[config.mk]
export PLATFORM = sky130hd
export DESIGN_NAME = pe_cfg_loader
export DESIGN_NICKNAME = d
export VERILOG_FILES = /design/src/rtl/pe_cfg_loader.sv
export SDC_FILE = /design/constraint.sdc
export NUM_CORES = 1
export LEC_CHECK = 0
export ABC_AREA = 1
export BUFFER_PORTS_ARGS = -buffer_cell sky130_fd_sc_hd__buf_2
export CORE_UTILIZATION = 46
export CTS_BUF_LIST = sky130_fd_sc_hd__clkbuf_4 sky130_fd_sc_hd__clkbuf_8
export DETAILED_ROUTE_END_ITERATION = 6
export PLACE_DENSITY = 0.78
export SYNTH_ARGS = -nofsm -noshare
export SYNTH_HDL_FRONTEND = slang
export SYNTH_SLANG_ARGS = --single-unit
[constraint.sdc]
create_clock -name clk -period 1.53 [get_ports clk]
set_clock_uncertainty 0.1 [all_clocks]
set_input_delay 0.2295 -clock clk [delete_from_list [all_inputs] [get_ports clk]]
set_output_delay 0.2295 -clock clk [all_outputs]
set_load 0.05 [all_outputs]
[src/rtl/pe_cfg_loader.sv]
// Configuration loader: parses header/payload packets from a valid/ready
// stream and replays each payload word as a one-cycle {1'b1, word} beat on
// the addressed PE's configuration port.
module pe_cfg_loader #(
  parameter int unsigned NUM_PE = 2
) (
  input  logic                  clk,
  input  logic                  reset,
  input  logic                  cfg_in_valid,
  input  logic [31:0]           cfg_in_data,
  output logic                  cfg_in_ready,
  output logic [NUM_PE*33-1:0]  pe_cfg_out,
  output logic                  busy,
  output logic                  pkt_done,
  output logic                  cfg_err,
  output logic [7:0]            pkt_count
);

  typedef enum logic [1:0] {StIdle, StLoad, StDrop} state_e;

  localparam logic [4:0] NumPeW = 5'(NUM_PE);

  state_e                state_q, state_d;
  logic [3:0]            id_q, id_d;
  logic [7:0]            rem_q, rem_d;
  logic [NUM_PE*33-1:0]  out_q, out_d;
  logic                  done_q, done_d;
  logic                  err_q, err_d;
  logic [7:0]            cnt_q, cnt_d;

  logic       xfer;
  logic [3:0] hdr_id;
  logic [7:0] hdr_len;
  logic       hdr_id_ok;

  // The loader never stalls: it is ready whenever it is out of reset.
  assign cfg_in_ready = reset;
  assign xfer         = cfg_in_valid & cfg_in_ready;
  assign hdr_id       = cfg_in_data[31:28];
  assign hdr_len      = cfg_in_data[23:16];
  assign hdr_id_ok    = {1'b0, hdr_id} < NumPeW;

  // Next-state: header parsing in idle, payload counting in load/drop.
  always_comb begin
    state_d = state_q;
    id_d    = id_q;
    rem_d   = rem_q;
    out_d   = '0;
    done_d  = 1'b0;
    err_d   = err_q;
    cnt_d   = cnt_q;
    unique case (state_q)
      StIdle: begin
        if (xfer) begin
          id_d  = hdr_id;
          rem_d = hdr_len;
          if (!hdr_id_ok) err_d = 1'b1;
          if (hdr_len == 8'd0) begin
            // Empty packet completes immediately without leaving idle.
            done_d = 1'b1;
            cnt_d  = cnt_q + 8'd1;
          end else begin
            state_d = hdr_id_ok ? StLoad : StDrop;
          end
        end
      end
      StLoad, StDrop: begin
        if (xfer) begin
          if (state_q == StLoad) begin
            for (int unsigned i = 0; i < NUM_PE; i++) begin
              if (id_q == 4'(i)) out_d[33*i +: 33] = {1'b1, cfg_in_data};
            end
          end
          rem_d = rem_q - 8'd1;
          if (rem_q == 8'd1) begin
            state_d = StIdle;
            done_d  = 1'b1;
            cnt_d   = cnt_q + 8'd1;
          end
        end
      end
      default: state_d = StIdle;
    endcase
  end

  // State register with synchronous active-low reset.
  always_ff @(posedge clk) begin
    if (!reset) begin
      state_q <= StIdle;
      id_q    <= '0;
      rem_q   <= '0;
      out_q   <= '0;
      done_q  <= 1'b0;
      err_q   <= 1'b0;
      cnt_q   <= '0;
    end else begin
      state_q <= state_d;
      id_q    <= id_d;
      rem_q   <= rem_d;
      out_q   <= out_d;
      done_q  <= done_d;
      err_q   <= err_d;
      cnt_q   <= cnt_d;
    end
  end

  assign pe_cfg_out = out_q;
  assign busy       = (state_q != StIdle);
  assign pkt_done   = done_q;
  assign cfg_err    = err_q;
  assign pkt_count  = cnt_q;

endmodule

==> results.yml <==
setup_path:
  crit_fanout: 3
  path_class: "reg -> out"
  cp-end-kind: "output port"
  crit_required_ns: 1.20
  cp-start-kind: "flop"
  arrival_ns: 1.22
detailed_routing:
  totalWireLength_um: 7450
  ant_nets: 0
  drtIter0Drc: 109
  wl_per_cell_um: 11.8
  drc_errors: 0
  firstDrtPassIters: 4
  vias: 2835
  vias_per_cell: 4.51
logic_synthesis:
  seq_area_frac_synth_pct: 55.9
  synth_nets: 424
  synth_cells: 382
  synth_cell_types: 33
  synth_area_sq_um: 3220
  avgSynthCellArea_sq_um: 8.43
  synth_area_leaders: "dfxtp_1 56%, nor2_1 11%, inv_1 5.9%"
  synth-edff-count: 0
  ys.flop_type: "dfxtp_1"
  synthArstFlopShare_pct: 0
  synth_top_area_share_pct: 55.9
  synth.ff_latch_count: 90
  ys_warn_count: 0
  yosys.area.top_type: "dfxtp_1"
timing:
  finalWorstSetupSlack_ns: -0.0192
  setup_viol: 1
  holdWs_ns: -0.000314
  fin_crit_sh_pct: 101
  report.final.hold_viol_count: 1
  drv_slew: 0
  fmax_ghz: 0.646
  slew_headroom_pct: 80.7
  fin_crit_ns: 1.55
  tightest_slew_ns: 0.287
  rsz0062_at_grt: "yes"
global_route:
  use_met1_pct: 22.6
  antenna_found_initial: 0
  track_usage_pct: 19.9
  grt_pass1_wl_um: 11400
  grt-busiest-layer: "met2"
  met3_usage_pct: 5.00
  grt_max_degree: 21
  grt_pass1_vias: 2626
  met2_usage_pct: 34.7
  gr-total-overflow: 0
cells_and_area:
  areaGrowthSynthToFinish_pct: 37.8
  layout_commonest_cell: "buf_2"
  drive_above_1_share_pct: 36.2
  final_util_pct: 65.4
  nNetsFinal: 570
  diodes: 0
  final_cell_mix: "111 x buf_2, 90 x nor2_1, 86 x dfxtp_1, 45 x inv_1, 42 x nand2_1"
die:
  die_w_um: 85.7
  start_util_pct: 47.4
  ioPinCount: 113
  core_area_sq_um: 6790
  die_area_sq_um: 7340
  die_h_um: 85.7
  placementRows: 30
clock_network:
  clock_path_buffers: 2
  clock_latency_ns: 0.36
  cts.sinks: 90
  h-tree-depth: 3
  cts_buffers: 9
  cts_root_buf: "clkbuf_8"
  clkSlewWorstSetupHoldPaths_ns: 0.09
  cts_tree: "done"
job:
  drv_cap: 0
power_and_ir_drop:
  seqPwrFrac_pct: 39.1
  power.switching_w: 0.00268
  vdd_drop_max_v: 0.000728
  p_clk_share_pct: 21.5
  comb_power_share_pct: 39.4
  total_power_w: 0.00686
  p_leak_nw: 2.31
  power.density_nw_per_um2: 1550
  p_int_w: 0.00418
  switching_share_pct: 39.0
outcome:
  violations: "negative hold slack, negative setup slack"
  status: "complete, but fails checks"
place:
  dp_slack_ns: -0.0381
  hpwl_um: 5220
  io_buffers: 112
  gp_congestion: 0.843
min_path:
  hold_class: "in -> reg"
==> layer usage <==
layer	share of wire [%]	wire length, um	vias up
met5	0	0	-
met4	1.5	115	0
met3	6.8	505	15
met2	47	3540	104
met1	44	3290	1254
li1	-	-	1462
==> critical path: stages (launching register included) <==
cell	delay [ns]
dfxtp_2	0.34
inv_2	0.07
ha_4	0.17
clkinvlp_4	0.12
buf_6	0.17
==> sequential cells by signal (all words and copies together), names as in the netlist <==
signal and cells:
rem_q 8, id_q 4, pkt_count 8, state_q 2, pe_cfg_out 66, cfg_err 1
pkt_done 1
==> cell usage after synthesis, types with 2 or more instances <==
cell,count
buf_6,2
o21ai_1,3
ha_1,7
nand2_2,3
xnor2_1,2
nand2_1,49
nor3_1,4
o21ai_0,11
inv_1,51
nand3_2,2
buf_4,2
nand3_1,5
a21oi_2,2
xor2_1,3
and3_1,2
o31ai_1,2
buf_2,7
nand4_1,6
a211oi_1,2
nor2_1,95
nand2_4,3
nor2_4,4
dfxtp_1,90
a21oi_1,16
==> path summary, 6_finish.rpt <==
check | cells past startpoint | start | to | slack (ns)
min reg2reg | 2 | cfg_err | cfg_err | 0.37
max reg2reg | 8 | state_q[1] | state_q[1] | 0.01
max | 4 | state_q[1] | busy | -0.02
min | 3 | cfg_in_data[13] | pe_cfg_out[13] | -0.0003
==> cells by family (layout without fill, tap and decap cells) <==
group | count (synthesis) | in the layout | synth area share (%)
simple gates | 177 | 178 | 24.6
flops | 90 | 90 | 55.9
buf+inv | 65 | 215 | 8.54
compound gates | 38 | 38 | 6.83
fa+ha+maj | 7 | 7 | 2.72
xor+xnor | 5 | 5 | 1.36
==> power groups by stage <==
stage,Clock [W],Sequential (W),Combinational (W)
finish,0.00148,0.00268,0.00270
global route,0.00161,0.00271,0.00297
CTS,0.00150,0.00268,0.00249
detailed placement,0,0.00273,0.00235
global placement,0,0.00272,0.00229
floorplan,0,0.00284,0.00173
==> metrics by stage <==
step	instances	setup TNS (ns)	hold WS (ns)	instance area, sq um
after floorplan	382	-0.315	0.242	3260
after global placement	593	0	0.348	3970
after detailed placement	593	-0.180	0.356	3970
after CTS	628	-0.0114	0.000379	4340
after global routing	629	-0.681	0.0136	4440
final	629	-0.0192	-0.000314	4440
==> area by class of cell <==
class	count	area, sq um
Inverter	53	204
Fill cell	556	2350
Timing Repair Buffer	146	887
Sequential cell	90	1810
Tap cell	96	120
Clock inverter	6	45.0
Multi-Input combinational cell	228	1250
Clock buffer	10	131
==> what timing repair did <==
item | in CTS | in global routing
hold endpoints to repair | 24 | 0
pin swaps | 4 | 5
hold buffers | 17 | 0
setup endpoints to repair | 7 | 31
cloned | 0 | 1
setup buffers | 2 | 0
gates resized for setup | 5 | 27
Note: power is estimated with default switching activity, not from simulation.
